<file path="config.mk">
export PLATFORM = sky130hd
export DESIGN_NAME = blk_scan_rd_gen_flat
export DESIGN_NICKNAME = d
export VERILOG_FILES = /design/src/rtl/blk_scan_rd_gen_if.sv /design/src/rtl/blk_scan_rd_gen.sv /design/src/flat_wrapper.sv
export SDC_FILE = /design/constraint.sdc
export NUM_CORES = 1
export LEC_CHECK = 0
export ABC_AREA = 0
export CAP_MARGIN = 20
export CORE_UTILIZATION = 35
export DETAILED_ROUTE_END_ITERATION = 8
export GPL_ROUTABILITY_DRIVEN = 0
export SETUP_SLACK_MARGIN = 0.5
export SYNTH_ARGS = -nofsm -noshare
export SYNTH_HDL_FRONTEND = slang
export SYNTH_SLANG_ARGS = --single-unit
</file>
<file path="constraint.sdc">
create_clock -name i_pix_clk -period 2.5 [get_ports i_pix_clk]
set_input_delay 0.75 -clock i_pix_clk [delete_from_list [all_inputs] [get_ports i_pix_clk]]
set_output_delay 0.75 -clock i_pix_clk [all_outputs]
set_load 0.02 [all_outputs]
</file>
<file path="src/rtl/blk_scan_rd_gen_if.sv">
// Read-side bus of the block-scan read-address generator: strobe, address and per-pixel tags.
interface blk_scan_rd_gen_if #(
  parameter int unsigned ADDR_W = 16,
  parameter int unsigned ZONE_W = 9
) ();
  logic              o_rd_en;
  logic [ADDR_W-1:0] o_rd_addr;
  logic [3:0]        o_pix_col;
  logic [5:0]        o_pix_row;
  logic [ZONE_W-1:0] o_zone;
  logic              o_blk_first;
  logic              o_blk_last;
  logic              o_band_done;
  logic              o_busy;
  logic              o_overrun;

  modport master (
    output o_rd_en, o_rd_addr, o_pix_col, o_pix_row, o_zone,
           o_blk_first, o_blk_last, o_band_done, o_busy, o_overrun
  );

  modport slave (
    input  o_rd_en, o_rd_addr, o_pix_col, o_pix_row, o_zone,
           o_blk_first, o_blk_last, o_band_done, o_busy, o_overrun
  );
endinterface

</file>
<file path="src/rtl/blk_scan_rd_gen.sv">
// Block-scan read-address generator for the ping-pong line-band frame buffer.
// Each page_sel edge starts one band read zone by zone, row by row, paced by i_slot.
module blk_scan_rd_gen #(
  parameter int unsigned ADDR_W     = 16,
  parameter int unsigned BLK_W      = 9,
  parameter int unsigned BLK_H      = 53,
  parameter int unsigned BLKS_X     = 24,
  parameter int unsigned BLKS_Y     = 15,
  parameter int unsigned ZONE_W     = 9,
  parameter int unsigned PAGE0_BASE = 1,
  parameter int unsigned PAGE1_BASE = 11449
) (
  input  logic              i_pix_clk,
  input  logic              rst_n,
  input  logic              page_sel,
  input  logic              i_slot,
  input  logic              i_hold,
  input  logic              i_frame_start,
  blk_scan_rd_gen_if.master rd
);

  localparam int unsigned LINE   = BLK_W * BLKS_X;
  localparam int unsigned BX_W   = (BLKS_X > 1) ? $clog2(BLKS_X) : 1;
  localparam int unsigned BAND_W = (BLKS_Y > 1) ? $clog2(BLKS_Y) : 1;

  // Incremental address steps: next row of the same zone, and back up to the next zone's top-left.
  localparam logic [ADDR_W-1:0] STEP_ROW  = ADDR_W'(LINE - BLK_W + 1);
  localparam logic [ADDR_W-1:0] STEP_ZONE = ADDR_W'(LINE * (BLK_H - 1) - 1);
  localparam logic [ADDR_W-1:0] BASE0     = ADDR_W'(PAGE0_BASE);
  localparam logic [ADDR_W-1:0] BASE1     = ADDR_W'(PAGE1_BASE);
  localparam logic [3:0]        COL_LAST  = 4'(BLK_W - 1);
  localparam logic [5:0]        ROW_LAST  = 6'(BLK_H - 1);
  localparam logic [BX_W-1:0]   BX_LAST   = BX_W'(BLKS_X - 1);
  localparam logic [BAND_W-1:0] BAND_LAST = BAND_W'(BLKS_Y - 1);

  // ST_DRAIN keeps busy high for the cycle that carries the last read strobe.
  typedef enum logic [1:0] {ST_IDLE, ST_SCAN, ST_DRAIN} state_e;

  state_e              state_q, state_d;
  logic                ps_meta_q, ps_sync_q, ps_prev_q;
  logic [3:0]          col_q, col_d;
  logic [5:0]          row_q, row_d;
  logic [BX_W-1:0]     bx_q, bx_d;
  logic [ADDR_W-1:0]   addr_q, addr_d;
  logic [ZONE_W-1:0]   zone_cnt_q, zone_cnt_d;
  logic [BAND_W-1:0]   band_nxt_q, band_nxt_d;
  logic [BAND_W-1:0]   band_sel;

  logic                rd_en_q, rd_en_d;
  logic [ADDR_W-1:0]   rd_addr_q, rd_addr_d;
  logic [3:0]          pix_col_q, pix_col_d;
  logic [5:0]          pix_row_q, pix_row_d;
  logic [ZONE_W-1:0]   zone_q, zone_d;
  logic                blk_first_q, blk_first_d;
  logic                blk_last_q, blk_last_d;
  logic                band_done_q, band_done_d;
  logic                busy_q, busy_d;
  logic                overrun_q, overrun_d;

  logic start_c, issue_c, col_end_c, row_end_c, bx_end_c, final_c;

  assign start_c   = ps_sync_q ^ ps_prev_q;
  assign issue_c   = (state_q == ST_SCAN) && i_slot && !i_hold;
  assign col_end_c = (col_q == COL_LAST);
  assign row_end_c = (row_q == ROW_LAST);
  assign bx_end_c  = (bx_q == BX_LAST);
  assign final_c   = issue_c && col_end_c && row_end_c && bx_end_c;

  // State, counters, page_sel synchroniser and output registers.
  always_ff @(posedge i_pix_clk or negedge rst_n) begin
    if (!rst_n) begin
      state_q     <= ST_IDLE;
      ps_meta_q   <= 1'b0;
      ps_sync_q   <= 1'b0;
      ps_prev_q   <= 1'b0;
      col_q       <= '0;
      row_q       <= '0;
      bx_q        <= '0;
      addr_q      <= '0;
      zone_cnt_q  <= '0;
      band_nxt_q  <= '0;
      rd_en_q     <= 1'b0;
      rd_addr_q   <= '0;
      pix_col_q   <= '0;
      pix_row_q   <= '0;
      zone_q      <= '0;
      blk_first_q <= 1'b0;
      blk_last_q  <= 1'b0;
      band_done_q <= 1'b0;
      busy_q      <= 1'b0;
      overrun_q   <= 1'b0;
    end else begin
      state_q     <= state_d;
      ps_meta_q   <= page_sel;
      ps_sync_q   <= ps_meta_q;
      ps_prev_q   <= ps_sync_q;
      col_q       <= col_d;
      row_q       <= row_d;
      bx_q        <= bx_d;
      addr_q      <= addr_d;
      zone_cnt_q  <= zone_cnt_d;
      band_nxt_q  <= band_nxt_d;
      rd_en_q     <= rd_en_d;
      rd_addr_q   <= rd_addr_d;
      pix_col_q   <= pix_col_d;
      pix_row_q   <= pix_row_d;
      zone_q      <= zone_d;
      blk_first_q <= blk_first_d;
      blk_last_q  <= blk_last_d;
      band_done_q <= band_done_d;
      busy_q      <= busy_d;
      overrun_q   <= overrun_d;
    end
  end

  // Next state: issue/advance the scan, finish the band, or (re)start on a page edge.
  always_comb begin
    state_d     = state_q;
    col_d       = col_q;
    row_d       = row_q;
    bx_d        = bx_q;
    addr_d      = addr_q;
    zone_cnt_d  = zone_cnt_q;
    band_nxt_d  = band_nxt_q;
    rd_en_d     = 1'b0;
    rd_addr_d   = rd_addr_q;
    pix_col_d   = pix_col_q;
    pix_row_d   = pix_row_q;
    zone_d      = zone_q;
    blk_first_d = blk_first_q;
    blk_last_d  = blk_last_q;
    band_done_d = 1'b0;
    busy_d      = busy_q;
    overrun_d   = 1'b0;
    band_sel    = i_frame_start ? '0 : band_nxt_q;

    if (i_frame_start) begin
      band_nxt_d = '0;
    end

    if (issue_c) begin
      rd_en_d     = 1'b1;
      rd_addr_d   = addr_q;
      pix_col_d   = col_q;
      pix_row_d   = row_q;
      zone_d      = zone_cnt_q;
      blk_first_d = (col_q == 4'd0) && (row_q == 6'd0);
      blk_last_d  = col_end_c && row_end_c;
      if (!col_end_c) begin
        col_d  = col_q + 4'd1;
        addr_d = addr_q + ADDR_W'(1);
      end else if (!row_end_c) begin
        col_d  = '0;
        row_d  = row_q + 6'd1;
        addr_d = addr_q + STEP_ROW;
      end else begin
        col_d      = '0;
        row_d      = '0;
        bx_d       = bx_q + BX_W'(1);
        zone_cnt_d = zone_cnt_q + ZONE_W'(1);
        addr_d     = addr_q - STEP_ZONE;
      end
      if (final_c) begin
        state_d = ST_DRAIN;
      end
    end

    if (state_q == ST_DRAIN) begin
      state_d     = ST_IDLE;
      busy_d      = 1'b0;
      band_done_d = 1'b1;
    end

    // A page edge always wins; an unfinished band is aborted and flagged.
    if (start_c) begin
      overrun_d  = (state_q == ST_SCAN) && !final_c;
      state_d    = ST_SCAN;
      busy_d     = 1'b1;
      col_d      = '0;
      row_d      = '0;
      bx_d       = '0;
      addr_d     = ps_sync_q ? BASE0 : BASE1;
      zone_cnt_d = ZONE_W'(32'(band_sel) * BLKS_X);
      band_nxt_d = (band_sel == BAND_LAST) ? '0 : band_sel + BAND_W'(1);
    end
  end

  assign rd.o_rd_en     = rd_en_q;
  assign rd.o_rd_addr   = rd_addr_q;
  assign rd.o_pix_col   = pix_col_q;
  assign rd.o_pix_row   = pix_row_q;
  assign rd.o_zone      = zone_q;
  assign rd.o_blk_first = blk_first_q;
  assign rd.o_blk_last  = blk_last_q;
  assign rd.o_band_done = band_done_q;
  assign rd.o_busy      = busy_q;
  assign rd.o_overrun   = overrun_q;

endmodule
</file>
<file path="src/flat_wrapper.sv">
// flat-port wrapper written by rule: the top's interface ports become plain ports
module blk_scan_rd_gen_flat 
#(
  parameter int unsigned ADDR_W     = 16,
  parameter int unsigned BLK_W      = 9,
  parameter int unsigned BLK_H      = 53,
  parameter int unsigned BLKS_X     = 24,
  parameter int unsigned BLKS_Y     = 15,
  parameter int unsigned ZONE_W     = 9,
  parameter int unsigned PAGE0_BASE = 1,
  parameter int unsigned PAGE1_BASE = 11449
)
  (i_pix_clk, rst_n, page_sel, i_slot, i_hold, i_frame_start, rd_o_rd_en, rd_o_rd_addr, rd_o_pix_col, rd_o_pix_row, rd_o_zone, rd_o_blk_first, rd_o_blk_last, rd_o_band_done, rd_o_busy, rd_o_overrun);
  blk_scan_rd_gen_if #(.ADDR_W(ADDR_W), .ZONE_W(ZONE_W)) rd_i ();
  input  logic i_pix_clk;
  input  logic rst_n;
  input  logic page_sel;
  input  logic i_slot;
  input  logic i_hold;
  input  logic i_frame_start;
  output wire logic [$bits(rd_i.o_rd_en)-1:0] rd_o_rd_en;
  output wire logic [$bits(rd_i.o_rd_addr)-1:0] rd_o_rd_addr;
  output wire logic [$bits(rd_i.o_pix_col)-1:0] rd_o_pix_col;
  output wire logic [$bits(rd_i.o_pix_row)-1:0] rd_o_pix_row;
  output wire logic [$bits(rd_i.o_zone)-1:0] rd_o_zone;
  output wire logic [$bits(rd_i.o_blk_first)-1:0] rd_o_blk_first;
  output wire logic [$bits(rd_i.o_blk_last)-1:0] rd_o_blk_last;
  output wire logic [$bits(rd_i.o_band_done)-1:0] rd_o_band_done;
  output wire logic [$bits(rd_i.o_busy)-1:0] rd_o_busy;
  output wire logic [$bits(rd_i.o_overrun)-1:0] rd_o_overrun;
  assign rd_o_rd_en = rd_i.o_rd_en;
  assign rd_o_rd_addr = rd_i.o_rd_addr;
  assign rd_o_pix_col = rd_i.o_pix_col;
  assign rd_o_pix_row = rd_i.o_pix_row;
  assign rd_o_zone = rd_i.o_zone;
  assign rd_o_blk_first = rd_i.o_blk_first;
  assign rd_o_blk_last = rd_i.o_blk_last;
  assign rd_o_band_done = rd_i.o_band_done;
  assign rd_o_busy = rd_i.o_busy;
  assign rd_o_overrun = rd_i.o_overrun;
  blk_scan_rd_gen #(.ADDR_W(ADDR_W), .BLK_W(BLK_W), .BLK_H(BLK_H), .BLKS_X(BLKS_X), .BLKS_Y(BLKS_Y), .ZONE_W(ZONE_W), .PAGE0_BASE(PAGE0_BASE), .PAGE1_BASE(PAGE1_BASE)) u_core (.i_pix_clk(i_pix_clk), .rst_n(rst_n), .page_sel(page_sel), .i_slot(i_slot), .i_hold(i_hold), .i_frame_start(i_frame_start), .rd(rd_i));
endmodule
</file>
==> metrics.txt, run 1 <==
Filler cells=approximately 1200; PwrDens=slightly below 600 nW/um2; Area growth syn-to-layout=27.97%; IO Port Bufs=between 40 and 50; initial core utilization=between 30% and 40%; peak supply drop=approximately 270 uV; routed vias/inst=around 5.0; Final #Nets=596; share of cells above drive strength 1=between 15 and 20%; total negative setup slack=0 ns; dpl ws=-0.1307 ns; GR Util All Layers=between 10% and 20%; Tot Pwr=3.423 mW; clock root buffer=clkbuf_16; die area=approximately 14000 um2; H-tree depth=3; Setup CP Type=reg2reg; synthesized flop and latch total=90; core area=between 10000 and 15000 um2; max_cap viols=0; DRC=0; total number of vias=3735; CTS Buffer Depth=2; number of synthesized flops with an enable pin=0; critical path fanouts, max=5; dpl hpwl=about 7600 um; Final Cell Area=around 5900 um2; DRT Wirelength=10550 um; Syn Nets=515; final antenna diode count=0; Tmin final=a little under 2 ns; Syn Inst Count=a little under 500; post-DR wirelength/cell=14.07 um; Worst Hold Class=in2async; Yosys warning total=0; num rows=between 40 and 50; startpoint type of the worst setup path=flip-flop; CTS tree=yes; CP arrival=approximately 2.2 ns; Max Freq=approximately 0.51 GHz; clock sinks=90; pin count of the biggest net entering global routing=between 60 and 70; synth unique cells=63; outcome=finished clean; register area share after synthesis=between 40% and 50%; Core Util, Final=between 40% and 50%; Mean Syn Cell Area=approximately 9.3 um2; first drt pass iteration count=4; Worst Tran Pin Value=0.3896 ns; number of buffers created by CTS=9; Post-Syn Area=around 4600 um2; DRT iter0 DRCs=between 200 and 250; Period Utilization, post-route=just under 80%; Slew Limit Fails=0; I/O pins=47; Critical Path RT=roughly 2.8 ns; first-pass GRT wire length=roughly 18000 um; Critical Path End Type=flip-flop; cell leakage power=roughly 2.8 nW; RSZ-0062 raised after global routing=true; ys async rst share=between 90% and 100%; worst skew pair latency=roughly 0.35 ns; placed instance area=between 5000 and 6000 um2; most common flop cell mapped by yosys=dfrtp_1; die height=approximately 120 um; Reg clk slew, reported paths=around 0.060 ns; Rel. slew slack=73.86%; width of the die=around 120 um; # setup viols final=0; vias in the first global route=3693; initial antenna violation count=0; Post-DRT Antenna Nets=0; Congestion Overflow GR=0; Final Hold Vio Count=0; final worst slack=0.5404 ns; clock skew=~0.0089 ns
[final timing paths]
kind | from | endpoint | slack (ns) | cells past startpoint
worst min-delay path | rst_n | u_core.rd.o_pix_row[1] | 0.33 | 1
max in group asynchronous | rst_n | u_core.bx_q[2] | 1.53 | 2
min in group i_pix_clk | u_core.ps_meta_q | u_core.ps_sync_q | 0.35 | 0
worst min register to register | u_core.ps_meta_q | u_core.ps_sync_q | 0.35 | 0
worst max-delay path | u_core.col_q[0] | u_core.addr_q[11] | 0.54 | 9
worst max register to register | u_core.col_q[0] | u_core.addr_q[11] | 0.54 | 9
[worst max-delay path, cell delays in order (launching register included)]
cell	delay [ns]
dfrtp_1	0.40
inv_2	0.10
ha_4	0.16
and3b_2	0.28
buf_4	0.15
nand4_4	0.12
o31ai_2	0.23
o311ai_2	0.16
xor2_1	0.16
o21ai_1	0.12
[report_power, final]
group / switching [mW] / internal [mW]
clock: 0.572 / 0.772
combinational: 0.286 / 0.180
sequential: 0.0691 / 1.54
[metrics by stage]
stage               hold WS, ns  instances
finish                   0.3251        750
global route             0.3540        750
CTS                      0.3300        739
detailed placement       0.3379        717
global placement         0.3336        717
floorplan                0.3312        493
[cell usage after synthesis (all sizes together), types with 2 or more instances]
| cell | n | area (um2) |
|---|---|---|
| or3 | 2 | 12.51 |
| a41oi | 3 | 33.79 |
| nor4 | 4 | 55.05 |
| nand3 | 17 | 85.08 |
| ha | 15 | 187.7 |
| o31ai | 5 | 37.54 |
| xnor2 | 9 | 78.83 |
| mux2i | 2 | 20.02 |
| dfrtp | 90 | 2252 |
| buf | 9 | 57.56 |
| and3 | 6 | 38.79 |
| a211oi | 2 | 15.01 |
| clkbuf | 13 | 82.58 |
| xor2 | 19 | 166.4 |
| nor2 | 39 | 148.9 |
| a21oi | 25 | 128.9 |
| a221oi | 3 | 26.28 |
| nand4 | 11 | 98.84 |
| a21o | 2 | 16.27 |
| and2 | 3 | 20.02 |
| a31oi | 4 | 25.02 |
| nor2b | 5 | 31.28 |
| inv | 14 | 52.55 |
| nor3 | 6 | 30.03 |
| o21ai | 28 | 140.1 |
| a311oi | 2 | 17.52 |
| nand2b | 2 | 12.51 |
| maj3 | 2 | 20.02 |
| nand2 | 131 | 499.2 |
| a32oi | 2 | 17.52 |
[flip-flops by register name, summed over array words and instances, names as in the netlist]
signal	flops
u_core.rd.o_pix_row	6
u_core.ps_sync_q	1
u_core.zone_cnt_q	9
u_core.rd.o_blk_first	1
u_core.rd.o_blk_last	1
u_core.bx_q	5
u_core.rd.o_band_done	1
u_core.band_nxt_q	4
u_core.rd.o_rd_addr	16
u_core.rd.o_pix_col	4
u_core.ps_meta_q	1
u_core.addr_q	16
u_core.row_q	6
u_core.state_q	2
u_core.ps_prev_q	1
u_core.col_q	4
u_core.rd.o_rd_en	1
u_core.rd.o_overrun	1
u_core.rd.o_busy	1
u_core.rd.o_zone	9
[cells in the final DEF, fill, tap and decap left out, types with 4 or more instances in the layout]
cell type / instances
inv_2: 5
xnor2_1: 9
inv_1: 9
nand3_1: 17
and3_1: 4
nor2b_1: 4
buf_4: 44
xor2_1: 18
a21oi_1: 23
ha_1: 12
a31oi_1: 4
nand2_1: 130
o21ai_0: 21
nor3_1: 6
o21ai_1: 7
dlygate4sd2_1: 41
nand4_1: 9
dfrtp_1: 88
clkbuf_16: 9
o31ai_1: 4
nor2_1: 38
[final cells by class]
type                    count  area (um2)  area share, %
inverters                  15       68.82          1.172
repair buffers             93       790.8          13.46
flip-flops and latches     90        2255          38.39
well taps                 172       215.2          3.664
clock buffers               9       225.2          3.835
multi-input cells         365        2251          38.33
clock inverters             6       67.56          1.150
[cells by family (layout without fill, tap and decap cells)]
kind of cell               after synthesis  in the layout  share of synthesized area [%]
AOI/OAI and AO/OA                       82             82                          11.12
and+or+nand+nor                        235            235                          24.29
xor gates and xnor gates                28             28                          5.344
DFF                                     90             90                          49.07
adders and majority gates               18             18                          4.962
muxes                                    2              2                         0.4362
buffers and inverters                   38            123                          4.771
[layer usage]
metal | share of wire (%) | global-route usage (%) | up-vias
met2 | 48 | 27.26 | 70
met3 | 3.7 | 2.958 | 17
met5 | 0 | 0 | -
met4 | 2.3 | 9.231 | 0
li1 | - | - | 1833
met1 | 46 | 22.92 | 1815
[what timing repair did]
action / 4_1_cts / 5_1_grt
hold buffers: 0 / 0
setup buffers: 7 / 11
endpoints found under the setup margin: 66 / 23
resized for setup: 58 / 25
pin swaps: 7 / 7
cloned: 0 / 0
(Power assumes the default switching activity.)
==> run 2, diff against run 1 <==
- clock period: 2.5 -> 1.8 ns (I/O delays scaled with it)
==> metrics.txt, run 2 (same netlist as run 1, synthesis figures left out) <==
Worst Tran Pin Value=0.5191 ns; share of cells above drive strength 1=between 40 and 50%; Final Hold Vio Count=0; routed vias/inst=~5.0; total number of vias=4282; Post-DRT Antenna Nets=0; DRT iter0 DRCs=256; area of the multi-input gates=roughly 2700 um2; number of buffers created by CTS=9; initial core utilization=36.07%; Reg-to-Reg Start=u_core.col_q[1]; Final #Nets=between 700 and 800; commonest non-fill, non-tap cells in the layout=111 x buf_4, 108 x nand2_1, 86 x dfrtp_1; layer carrying the most global-route usage=met2; core area=approximately 13000 um2; failing checks=setup timing; cell leakage power=~3.5 nW; DRT Wirelength=13100 um; H-tree depth=3; Critical Path RT=2.05 ns; I/O pins=47; worst r2r path cells=11; Worst Hold Class=in2async; CP arrival=2.26 ns; peak supply drop=469.9 uV; clock skew=approximately 0.011 ns; GR Util All Layers=roughly a fifth; final antenna diode count=0; worst skew pair latency=between 0.3 and 0.4 ns; width of the die=116.5 um; Max Freq=between 0.4 and 0.5 GHz; dpl hpwl=around 8000 um; first-pass GRT wire length=just over 20000 um; Congestion Overflow GR=0; Tot Pwr=5.384 mW; worst reg2reg endpoint=u_core.addr_q[12]; Critical Path End Type=flip-flop; IO Port Bufs=46; clock root buffer=clkbuf_16; max_cap viols=0; routing usage on met2=33.53%; CTS tree=yes; Filler cells=between 1000 and 1500; FF/Latch Area=2257 um2; Slew Limit Fails=0; most common cell after layout, fill and taps aside=buf_4; clock sinks=90; placed instance area=around 6000 um2; # hold bufs at CTS=0; GRT met1 Usage=24.49%; final worst slack=-0.2072 ns; critical path fanouts, max=5; M3 GR Usage=around 3.5%; CTS Buffer Depth=2; Final Cell Area=around 7500 um2; pin count of the biggest net entering global routing=around 90; reg2reg setup slack=-0.21 ns; # setup viols final=30; Period Utilization, post-route=111.5%; Reg clk slew, reported paths=approximately 0.07 ns; Worst setup startpoint=u_core.col_q[1]; post-DR wirelength/cell=~15 um; die height=~120 um; Tmin final=2.007 ns; RSZ-0062 raised after global routing=true; initial antenna violation count=0; num rows=between 40 and 50; PwrDens=around 720 nW/um2; Rel. slew slack=about two thirds; Area growth syn-to-layout=63.11%; outcome=complete, but fails checks; DRC=0; Setup CP Type=reg2reg; die area=between 10000 and 15000 um2; startpoint type of the worst setup path=flip-flop; vias in the first global route=between 4000 and 5000; first drt pass iteration count=5
==> run 2: repair_timing <==
action,CTS,global route
cloned,2,1
setup buffers,44,25
pin swaps,48,31
setup endpoints to repair,127,124
resized for setup,341,39
==> run 2: metrics by stage <==
stage          std cells  setup TNS, ns  worst slack [ns]  hold slack (ns)  utilization, %
2_1_floorplan        493      -0.004057         -0.004003           0.2444               -
3_3_place_gp         769         -21.08           -0.5233           0.3367           47.14
3_5_place_dp         769         -23.22           -0.6341           0.3413           47.14
4_1_cts              831         -1.831           -0.1367           0.2511           55.92
5_1_grt              857         -6.604           -0.3085           0.2393           58.84
6_report             857         -3.079           -0.2072           0.1922           58.84
==> run 2: routing by layer <==
layer | wire length [um] | up-vias
li1 | - | 2051
met1 | 5713 | 2085
met2 | 6543 | 107
met3 | 439 | 39
met4 | 407 | 0
met5 | 0 | -
==> run 2: how the worst max path moves through the flow <==
stage,endpoint,slack (ns),cells past startpoint
CTS,u_core.addr_q[13],-0.14,11
detailed placement,u_core.zone_cnt_q[8],-0.63,7
global route,u_core.addr_q[13],-0.31,11
floorplan,u_core.addr_q[12],-0.004,8
finish,u_core.addr_q[12],-0.21,11
global placement,u_core.zone_cnt_q[8],-0.52,7
==> run 2: critical path, stage by stage (launching register included) <==
cell and delay (ns):
dfrtp_1 0.36, inv_2 0.06, ha_4 0.16, buf_6 0.11
nand3b_4 0.10, buf_4 0.12, buf_6 0.08, a211oi_2 0.03
a311o_1 0.40, a32oi_1 0.25, xor2_1 0.17, nor2_1 0.05
==> run 2: area by class of cell <==
type / count / area share (%)
sequential: 90 / 30.15
clock inverter: 7 / 1.437
timing repair buffer: 199 / 25.87
multi-input combinational: 365 / 35.67
tap: 172 / 2.875
clock buffer: 9 / 3.009
inverter: 15 / 0.9861
==> run 2: power breakdown <==
group / total (mW) / switching [mW] / internal, mW
Combinational: 1.02 / 0.496 / 0.520
Sequential: 2.26 / 0.116 / 2.14
Clock: 2.11 / 0.864 / 1.24
Total: 5.38 / 1.48 / 3.91
